[config.mk]
export PLATFORM = sky130hd
export DESIGN_NAME = branch_redirect_unit
export DESIGN_NICKNAME = d
export VERILOG_FILES = /design/src/rtl/branch_redirect_unit.sv
export SDC_FILE = /design/constraint.sdc
export NUM_CORES = 1
export LEC_CHECK = 0
export ABC_AREA = 1
export ABC_CLOCK_PERIOD_IN_PS = 2600
export BUFFER_PORTS_ARGS = -buffer_cell sky130_fd_sc_hd__buf_2
export CORE_ASPECT_RATIO = 1.75
export CORE_MARGIN = 2
export CORE_UTILIZATION = 45
export CTS_BUF_LIST = sky130_fd_sc_hd__clkbuf_4 sky130_fd_sc_hd__clkbuf_8
export DETAILED_ROUTE_END_ITERATION = 10
export GPL_TIMING_DRIVEN = 0
export HOLD_SLACK_MARGIN = 0.05
export PLACE_DENSITY_LB_ADDON = 0.08
export REMOVE_ABC_BUFFERS = 1
export SYNTH_ARGS = -nofsm -noshare
export SYNTH_HDL_FRONTEND = slang
export SYNTH_SLANG_ARGS = --single-unit
export TNS_END_PERCENT = 50
[constraint.sdc]
create_clock -name clk -period 2.6 [get_ports clk]
set_input_delay 0 -clock clk [delete_from_list [all_inputs] [get_ports clk]]
set_output_delay 0 -clock clk [all_outputs]
set_load 0.02 [all_outputs]
[src/rtl/branch_redirect_unit.sv]
// Fetch PC owner: applies D-stage branch/jump redirects with one delay slot,
// parks targets while fetch is busy, and keeps saturating branch statistics.
module branch_redirect_unit #(
   parameter logic [31:0] RESET_PC = 32'h0000_3000,
   parameter int          CNT_W    = 16
) (
   input  logic             clk,
   input  logic             reset,
   input  logic             if_ready,
   input  logic             stall,
   input  logic             d_valid,
   input  logic [2:0]       d_brop,
   input  logic [31:0]      d_pc,
   input  logic [25:0]      d_imm26,
   input  logic [31:0]      d_rs,
   input  logic             cmp_result,
   output logic [31:0]      f_pc,
   output logic             f_valid,
   output logic             redirect,
   output logic             nullify,
   output logic [CNT_W-1:0] br_total_cnt,
   output logic [CNT_W-1:0] br_taken_cnt
);

   typedef enum logic {RUN, HOLD} state_t;

   localparam logic [CNT_W-1:0] ONE = CNT_W'(1);

   state_t            state, state_n;
   logic [31:0]       pend_pc, pend_n, pc_n;
   logic              redir_n;
   logic [CNT_W-1:0]  tot_n, tkn_n;
   logic              is_br, is_any, res, taken;
   logic [31:0]       p4, br_tgt, j_tgt, target;

   always_comb begin
      is_br  = (d_brop == 3'b001) || (d_brop == 3'b010);
      is_any = is_br || (d_brop == 3'b011) || (d_brop == 3'b100);
      res    = d_valid & ~stall & (state == RUN) & is_any;
      taken  = is_br ? cmp_result : 1'b1;
      p4     = d_pc + 32'd4;
      br_tgt = p4 + {{14{d_imm26[15]}}, d_imm26[15:0], 2'b00};
      j_tgt  = {p4[31:28], d_imm26, 2'b00};
      unique case (d_brop)
         3'b011:  target = j_tgt;
         3'b100:  target = d_rs;
         default: target = br_tgt;
      endcase
      nullify = res & (d_brop == 3'b010) & ~cmp_result;
   end

   always_comb begin
      state_n = state;
      pc_n    = f_pc;
      pend_n  = pend_pc;
      redir_n = 1'b0;
      unique case (state)
         RUN: begin
            if (res && taken) begin
               if (if_ready) begin
                  pc_n    = target;
                  redir_n = 1'b1;
               end else begin
                  pend_n  = target;
                  state_n = HOLD;
               end
            end else if (if_ready && !stall) begin
               pc_n = f_pc + 32'd4;
            end
         end
         HOLD: begin
            // stall deliberately does not block draining the parked target
            if (if_ready) begin
               pc_n    = pend_pc;
               redir_n = 1'b1;
               state_n = RUN;
            end
         end
         default: state_n = RUN;
      endcase
   end

   always_comb begin
      tot_n = br_total_cnt;
      tkn_n = br_taken_cnt;
      if (res && is_br) begin
         if (br_total_cnt != '1) tot_n = br_total_cnt + ONE;
         if (taken && br_taken_cnt != '1) tkn_n = br_taken_cnt + ONE;
      end
   end

   always_ff @(posedge clk or negedge reset) begin
      if (!reset) begin
         state        <= RUN;
         f_pc         <= RESET_PC;
         pend_pc      <= 32'd0;
         f_valid      <= 1'b0;
         redirect     <= 1'b0;
         br_total_cnt <= '0;
         br_taken_cnt <= '0;
      end else begin
         state        <= state_n;
         f_pc         <= pc_n;
         pend_pc      <= pend_n;
         f_valid      <= 1'b1;
         redirect     <= redir_n;
         br_total_cnt <= tot_n;
         br_taken_cnt <= tkn_n;
      end
   end

endmodule

# [After elaboration in Yosys (flattened, before gate mapping)]
# Index checks and enable logic that the tools add are counted.
# W data, S select, Z words.
[classes] addsub=5 eq_ne=9 n_mux=13 bitwise_logic=9 n_reduce_logical=12
[op_table] cell="$mux W32" n=4
[op_table] cell="$pmux W32 S2" n=2
[op_table] cell="$add A32 B3 Y32 const B" n=2
[op_table] cell="$add A16 B1 Y16 const B" n=2
[op_table] cell="$add A32 B32 Y32" n=1
[op_table] cell="$ne A16 B16 Y1 const B" n=2
[op_table] cell="$eq A3 B2 Y1 const B" n=2
[op_table] cell="$reduce_and A3 Y1" n=2
[op_table] cell="$and A1 B1 Y1" n=5
[op_table] cell="$mux W1" n=5
[op_table] cell="$logic_and A1 B1 Y1" n=4
[op_table] cell="$not A1 Y1" n=4
[op_table] cell="$pmux W1 S2" n=2
[op_table] cell="$reduce_and A2 Y1" n=2
[op_table] cell="$eq A3 B1 Y1 const B" n=1
[op_table] cell="$eq A3 B3 Y1 const B" n=1
[op_table] cell="$logic_or A1 B1 Y1" n=3
[op_table] cell="$ne A3 B1 Y1 const B" n=1
[op_table] cell="$ne A3 B3 Y1 const B" n=1
[op_table] cell="$ne A2 B2 Y1 const B" n=1
[op_table] cell="$logic_not A1 Y1" n=1
[totals] regBits=99 input_bits=99 output_inout_bits=67 word_cells=55

# [Longest topological paths before layout]
# Gate-level depths: netlist of run 1.
[depth] word_depth=8 depth_mapped=26

# [Worst setup path after synthesis of run 1]
# No wires, ideal clock.
[synth_path] path_kind="input to register" startpoint="input port d_pc[2]" endpoint="register pend_pc[22]" arrival_time_ns=2.504 slack_ns=0.014 stages=20 path_buffers=0 path_cell_list="inv_1 nor2_1 nand2_1 nor2_1 nand2_1 nor4_1 and3_1 xnor2_1 inv_1 ha_1 nand2_1 nor2_1 inv_1 nor2_1 nand4_1 nand3_1 nor2_1 o21bai_1 nand2_1 o21ai_0"
[synth_between] elab_chain_len=3
[synth_rtl] element="from (decl)" line="13" rtl="input logic [31:0] d_pc,"
[synth_rtl] element="$add A32 B3 Y32" line="41" rtl="p4 = d_pc + 32'd4;"
[synth_rtl] element="$add A32 B32 Y32" line="42" rtl="br_tgt = p4 + {{14{d_imm26[15]}}, d_imm26[15:0], 2'b00};"
[synth_rtl] element="$pmux W32 S2" line="44" rtl="unique case (d_brop)"
[synth_rtl] element="to (signal assigned)" line="104" rtl="pend_pc <= pend_n;"
[synth_rtl] element="to (decl)" line="30" rtl="logic [31:0] pend_pc, pend_n, pc_n;"
# Every way passes these cells.
# A chain may end at the register's enable or synchronous reset.

# [Final worst setup path of run 1]
[layout_path] startpoint="input port d_pc[3]" endpoint="register f_pc[29]"
[layout_between] elab_chain_len=6
[layout_rtl] element="$add A32 B3 Y32 *" line="41"
[layout_rtl] element="$add A32 B32 Y32" line="42"
[layout_rtl] element="$pmux W32 S2 *" line="44"
[layout_rtl] element="$mux W32 *" line="60" rtl="if (if_ready) begin"
[layout_rtl] element="$mux W32 *" line="59" rtl="if (res && taken) begin"
[layout_rtl] element="$pmux W32 S2 *" line="57" rtl="unique case (state)"
[layout_rtl] element="to (signal assigned)" line="103" rtl="f_pc <= pc_n;"
[layout_rtl] element="to (decl)" line="17" rtl="output logic [31:0] f_pc,"
# Mark *: on every way between the ends. The rest lies on a longest branch, timed or not. The select of a mux whose other input is x is not followed.

==> flow_summary.json, run 1 <==
{
  "core_area_sq_um": 19200,
  "syn_avg_cell_area_sq_um": 6.39,
  "crit_top_cell": "nand2_1",
  "clock-sinks": 99,
  "clock_latency_ns": 0.37,
  "min_path_type": "in -> reg",
  "avgViaCountPerCell": 5.37,
  "criticalPathCategory": "in -> reg",
  "clock_skew_ns": 0.0119,
  "end_kind": "flop",
  "worst-path-max-fanout": 3,
  "yosysMostFrequentCell": "nand2_1",
  "antenna_found_initial": 0,
  "die_area_sq_um": 20800,
  "reg2regPathDepth": 12,
  "design_area_sq_um": 10800,
  "min_from": "d_pc[1]",
  "netlist_area_sq_um": 8810,
  "power_leakage_nw": 5.33,
  "setup-violations-final": 0,
  "drtIter0Drc": 457,
  "cts-htree-levels": 3,
  "cp_slowest_cell": "ha_1",
  "dieWidth_um": 110,
  "timing.rr.end": "br_taken_cnt[12]",
  "intPower_mw": 3.34,
  "synthAdderAreaFrac": 0.0534,
  "fin_nets": 1692,
  "cap_violations": 0,
  "ys_seq_area_frac": 0.282,
  "synthFlopType": "dfrtp_1",
  "synthTopCellsByArea": "dfrtp_1 28%, nand2_1 18%, nor2_1 6.9%",
  "area_growth_pct": 22.4,
  "grt_max_degree": 60,
  "r2r_setup_slack_ns": 0.16,
  "first_pass_iters": 5,
  "power_density_nw_per_um2": 548,
  "gp_congestion": 0.962,
  "start_kind": "input port",
  "rsz0062_at_grt": "true",
  "design.portCount": 166,
  "row_count": 67,
  "diodes": 0,
  "place_hpwl_mm": 23.1,
  "relSlewSlack": 0.292,
  "gr-total-overflow": 0,
  "holdPathEnd": "pend_pc[1]",
  "drc": 0,
  "yosys-mux-area-fraction": 0,
  "vdd_drop_max_v": 0.000351,
  "drive_gt1_frac": 0.214,
  "cp.arrival_ns": 2.77,
  "synth_common_cells": "424 x nand2_1, 163 x nor2_1, 160 x inv_1",
  "min_period_ns": 2.50,
  "finalHoldViolations": 0,
  "grt_pass1_vias": 9493,
  "max_freq_ghz": 0.399,
  "final_cells": 1802,
  "fin_crit_sh": 0.963,
  "hold_depth": 4,
  "cts_root_buf": "clkbuf_8",
  "synth_xor_xnor_area_share": 0.0676,
  "clk_pin_slew_ns": 0.09,
  "grt_use_total": 0.290,
  "cp.required_ns": 2.86,
  "worstPathCellList": "buf_4 -> ha_4 -> nand3_4 -> nor2_4 -> nand2_4 -> nor4_4 -> nand2_2 -> xnor2_1 -> ha_1 -> buf_6 -> nand2_1 -> nand2_2 -> o21bai_1 -> a21oi_2 -> nor2_1 -> nor2_1 -> nand3_1 -> nand3_1 -> nand3_2 -> nand2_1 -> nand2_1",
  "switching_share": 0.435,
  "routed_wl_mm": 30.4,
  "num_vias": 9674,
  "clockPowerShare": 0.174,
  "postRouteAntennaNets": 0,
  "synth-seq-cells": 99,
  "dp_slack_ns": -1.41,
  "async_reset_ff_frac": 1.00,
  "p_comb_frac": 0.437,
  "synthDistinctLibCells": 46,
  "tns_ns": 0,
  "cp_slowest_stage_delay_ns": 0.33,
  "reg2reg_from": "state",
  "placed_area_sq_um": 9790,
  "status": "complete, no violations",
  "start_util": 0.459,
  "fin_ws_ns": 0.0952,
  "p_sw_mw": 2.57,
  "cp_top_family": "simple AND/OR/NAND/NOR gates",
  "synthSimpleGateAreaFrac": 0.385,
  "grt_pass1_wl_mm": 46.6,
  "synth_top_area_frac": 0.276,
  "io_buffers": 165,
  "tightestPinTransition_ns": 1.06,
  "netlist_instances": 1379,
  "place_inst": 1753,
  "critPathBufInv": 2,
  "wl_per_cell_um": 16.9,
  "synth_top_family_by_area": "simple AND/OR/NAND/NOR gates",
  "pwr-share-seq": 0.389,
  "synth-edff-count": 0,
  "drv_slew": 0,
  "cts_made_buffers": 9,
  "ys.warnings.count": 0,
  "synth_area_leader_cell": "dfrtp_1",
  "fp.dieH_um": 189,
  "synth_compound_area_frac": 0.120,
  "cts_tree": "built",
  "clock_tree.buffer_depth": 2
}
## timing repair
action	4_1_cts	5_1_grt
endpoints found under the setup margin	84	54
buffers inserted	12	13
pin swaps	20	43
cloned	2	2
hold endpoints to repair	43	0
hold buffers	5	0
resized for setup	61	76
## power groups by stage
stage / registers (mW) / logic (mW) / clock network, mW
after global placement: 2.32 / 2.34 / 0
final: 2.30 / 2.58 / 1.03
after detailed placement: 2.33 / 2.38 / 0
after global routing: 2.35 / 2.88 / 1.11
after CTS: 2.29 / 2.48 / 1.05
after floorplan: 2.52 / 1.34 / 0
## tightest hold or removal path, stage by stage
cell,delay [ns]
buf_2,0.08
a32o_1,0.11
nand2_1,0.06
o21ai_0,0.15
## through the flow
| stage | total power, mW | utilization | hold slack, ns |
|---|---|---|---|
| CTS | 5.83 | 0.542 | 0.0572 |
| finish | 5.91 | 0.562 | 0.0642 |
| detailed placement | 4.71 | 0.510 | 0.0248 |
| global placement | 4.66 | 0.509 | 0.345 |
| global route | 6.34 | 0.562 | 0.0887 |
| floorplan | 3.86 | - | -0.296 |
## worst max-delay path by stage
stage          startpoint        to  slack, ns  cells past startpoint
3_5_place_dp        state   f_pc[8]      -1.41                     12
3_3_place_gp        state   f_pc[8]      -1.41                     12
5_1_grt           d_pc[4]  f_pc[30]       -0.1                     23
4_1_cts           d_pc[2]  f_pc[29]     -0.004                     21
2_1_floorplan       state   f_pc[8]      -0.14                     12
6_report          d_pc[3]  f_pc[29]        0.1                     21
## area by class of cell
cell class / count / area [sq um]
Fill cell: 1977 / 8410
Multi-Input combinational cell: 1080 / 6040
Clock buffer: 12 / 153
Timing Repair Buffer: 195 / 1100
Sequential cell: 99 / 2480
Inverter: 171 / 658
Clock inverter: 4 / 50.0
Tap cell: 241 / 302
## cells in the final DEF (no fill, tap or decap), types with 4 or more instances in the layout
cell,count
a21oi_1,51
a21oi_2,8
a22oi_1,5
a32o_1,16
and2_1,4
buf_2,160
buf_4,27
clkbuf_8,10
dfrtp_1,96
dlygate4sd3_1,5
ha_1,32
ha_4,4
inv_1,157
inv_2,9
nand2_1,397
nand2_2,23
nand2_4,8
nand3_1,105
nand3_2,7
nand4_1,26
nor2_1,140
nor2_2,15
nor2_4,16
nor3_1,23
nor3b_1,4
o21ai_0,40
o21ai_1,17
o21bai_1,8
o221ai_1,4
o22ai_1,16
or2_2,10
xnor2_1,25
xor2_1,42
## sequential cells by signal (all words and copies together), names as in the netlist
signal	count
br_taken_cnt	16
br_total_cnt	16
f_pc	32
f_valid	1
pend_pc	32
redirect	1
state	1
## kinds of logic after synthesis
family / Yosys count
other: 1
AOI/OAI and AO/OA: 176
buffers and inverters: 204
and+or+nand+nor: 794
DFF: 99
xor gates and xnor gates: 68
adders and majority gates: 37
## metal layers
layer | GRT usage | up-vias | share of wire
li1 | - | 4828 | -
met1 | 0.290 | 4474 | 0.35
met2 | 0.566 | 284 | 0.55
met3 | 0.0176 | 88 | 0.038
met4 | 0.164 | 0 | 0.065
met5 | 0 | - | 0
Power figures use the tool's default switching activity.
==> inputs of run 2 (changes only) <==
--- a/config.mk
+++ b/config.mk
@@ -8,12 +8,12 @@
 export ABC_AREA = 1
 export ABC_CLOCK_PERIOD_IN_PS = 2600
 export BUFFER_PORTS_ARGS = -buffer_cell sky130_fd_sc_hd__buf_2
+export CAP_MARGIN = 20
 export CORE_ASPECT_RATIO = 1.75
 export CORE_MARGIN = 2
 export CORE_UTILIZATION = 45
 export CTS_BUF_LIST = sky130_fd_sc_hd__clkbuf_4 sky130_fd_sc_hd__clkbuf_8
 export DETAILED_ROUTE_END_ITERATION = 10
-export GPL_TIMING_DRIVEN = 0
 export HOLD_SLACK_MARGIN = 0.05
 export PLACE_DENSITY_LB_ADDON = 0.08
 export REMOVE_ABC_BUFFERS = 1
==> run 2 against run 1 <==
Compared with the run above:
- sequential power barely moved
- hold slack got worse by 0.00099 ns
- critical endpoint is now pend_pc[22]
- via count rose by 5.0%
- critical path depth up 2
- cell count grew 7.0%
- register-to-register slack gained 0.11 ns
- sequential share of layout area decreased by 1.8 points
- non-clock buffer count increased by 131
- cell area is 8.4% higher
- sequential cell count did not move
==> flow_summary.json, run 2 (synthesis gave the netlist of run 1 again) <==
{
  "p_sw_mw": 2.60,
  "core_area_sq_um": 19200,
  "reg_top3": "f_pc: 32 flops, pend_pc: 32 flops",
  "power_density_nw_per_um2": 529,
  "cp.arrival_ns": 2.76,
  "end_kind": "flop",
  "start_util": 0.459,
  "clock_latency_ns": 0.38,
  "cts_root_buf": "clkbuf_8",
  "multi_input_area_sq_um": 5940,
  "dp_slack_ns": -0.713,
  "seq_area_sq_um": 2480,
  "grt_max_degree": 53,
  "wl_per_cell_um": 16.2,
  "clock_tree.buffer_depth": 2,
  "holdWs_ns": 0.0632,
  "intPower_mw": 3.58,
  "clock-sinks": 99,
  "drc": 0,
  "area_growth_pct": 32.7,
  "final_util": 0.609,
  "start_kind": "input port",
  "reg2regPathDepth": 12,
  "vdd_drop_max_v": 0.000364,
  "crit_end": "pend_pc[22]",
  "max_freq_ghz": 0.400,
  "fin_crit_sh": 0.960,
  "p_comb_frac": 0.451,
  "io_buffers": 165,
  "worst-path-max-fanout": 4,
  "r2r_setup_slack_ns": 0.27,
  "min_period_ns": 2.50,
  "cts_made_buffers": 9,
  "cp.required_ns": 2.86,
  "power.total_mw": 6.19,
  "postRouteAntennaNets": 0,
  "fin_ws_ns": 0.103,
  "final_cell_mix": "403 x nand2_1, 160 x buf_2, 157 x inv_1",
  "antenna_found_initial": 0,
  "fin_nets": 1819,
  "clk_pin_slew_ns": 0.09,
  "grt_pass1_wl_mm": 48.1,
  "gp_congestion": 0.985,
  "setup-violations-final": 0,
  "clock_skew_ns": 0.0124,
  "diodes": 0,
  "num_vias": 10200,
  "drv_slew": 0,
  "layout_commonest_cell": "nand2_1",
  "rsz0062_at_grt": "true",
  "timing.rr.end": "f_pc[25]",
  "cap_violations": 0,
  "grt_use_total": 0.299,
  "pwr-share-seq": 0.374,
  "tns_ns": 0,
  "finalHoldViolations": 0,
  "gr-total-overflow": 0,
  "design.portCount": 166,
  "dieWidth_um": 110,
  "clockPowerShare": 0.176,
  "criticalPathCategory": "in -> reg",
  "n_fill_cell": 1945,
  "relSlewSlack": 0.547,
  "routed_wl_mm": 31.2,
  "grt_pass1_vias": 10200,
  "cts_tree": "built",
  "fp.dieH_um": 189,
  "drive_gt1_frac": 0.266,
  "tightestPinTransition_ns": 0.680,
  "drtIter0Drc": 561,
  "switching_share": 0.421,
  "avgViaCountPerCell": 5.27,
  "die_area_sq_um": 20800,
  "status": "complete, no violations",
  "row_count": 67,
  "cts-htree-levels": 3,
  "power_leakage_nw": 5.95,
  "place_hpwl_mm": 25.2,
  "crit_start": "d_pc[3]",
  "first_pass_iters": 5,
  "reg2reg_from": "state",
  "min_path_type": "in -> reg"
}
-- run 2: timing repair --
action                                  in CTS  in global routing
endpoints found under the hold margin       53                  0
pin swaps                                    2                 44
setup buffers                                0                  6
gates resized for setup                      9                109
hold buffers                                 8                  0
endpoints found under the setup margin      17                 31
-- run 2: layout make-up --
class,instances,area share
timing repair buffer,326,0.180
clock buffer,14,0.0159
sequential,99,0.212
multi-input combinational,1076,0.508
clock inverter,1,0.00257
tap,241,0.0258
inverter,171,0.0553
-- run 2: stage by stage --
stage / instance area, sq um / std cells
CTS: 11200 / 1922
global route: 11700 / 1928
global placement: 10900 / 1899
finish: 11700 / 1928
floorplan: 8640 / 1346
detailed placement: 10900 / 1899
-- run 2: critical path, stage by stage --
cell	delay (ns)
buf_8	0.09
nand2_4	0.05
nor2_4	0.11
nand2_2	0.09
nor2_4	0.12
nand2_2	0.08
nor4_2	0.22
buf_4	0.16
and3_4	0.22
xnor2_2	0.13
inv_2	0.07
ha_4	0.31
nand2_4	0.08
nor2_4	0.12
inv_2	0.08
nor2_4	0.10
nand4_1	0.19
nand3_2	0.17
nand2_1	0.06
nand2_1	0.05
o21bai_1	0.07
nand2_1	0.12
o21ai_1	0.08
-- run 2: worst min-delay path by stage --
stage / startpoint / end / depth (start not counted)
after CTS: d_imm26[0] / pend_pc[2] / 5
after global routing: d_imm26[0] / pend_pc[2] / 5
after global placement: reset / f_valid / 1
after floorplan: reset / br_taken_cnt[0] / 0
final: d_rs[8] / pend_pc[8] / 5
after detailed placement: reset / f_valid / 1
-- run 2: power by group through the flow --
| stage | Combinational, mW | Clock [mW] | Sequential, mW |
|---|---|---|---|
| 3_5_place_dp | 2.64 | 0 | 2.33 |
| 5_1_grt | 3.10 | 1.16 | 2.36 |
| 6_report | 2.79 | 1.09 | 2.31 |
| 4_1_cts | 2.67 | 1.11 | 2.30 |
| 3_3_place_gp | 2.60 | 0 | 2.31 |
| 2_1_floorplan | 1.34 | 0 | 2.52 |
-- run 2: routing by layer --
| layer | global-route usage | routed length (um) |
|---|---|---|
| met1 | 0.290 | 11100 |
| met2 | 0.574 | 16700 |
| met3 | 0.0217 | 940 |
| met4 | 0.202 | 2470 |
| met5 | 0 | 0 |
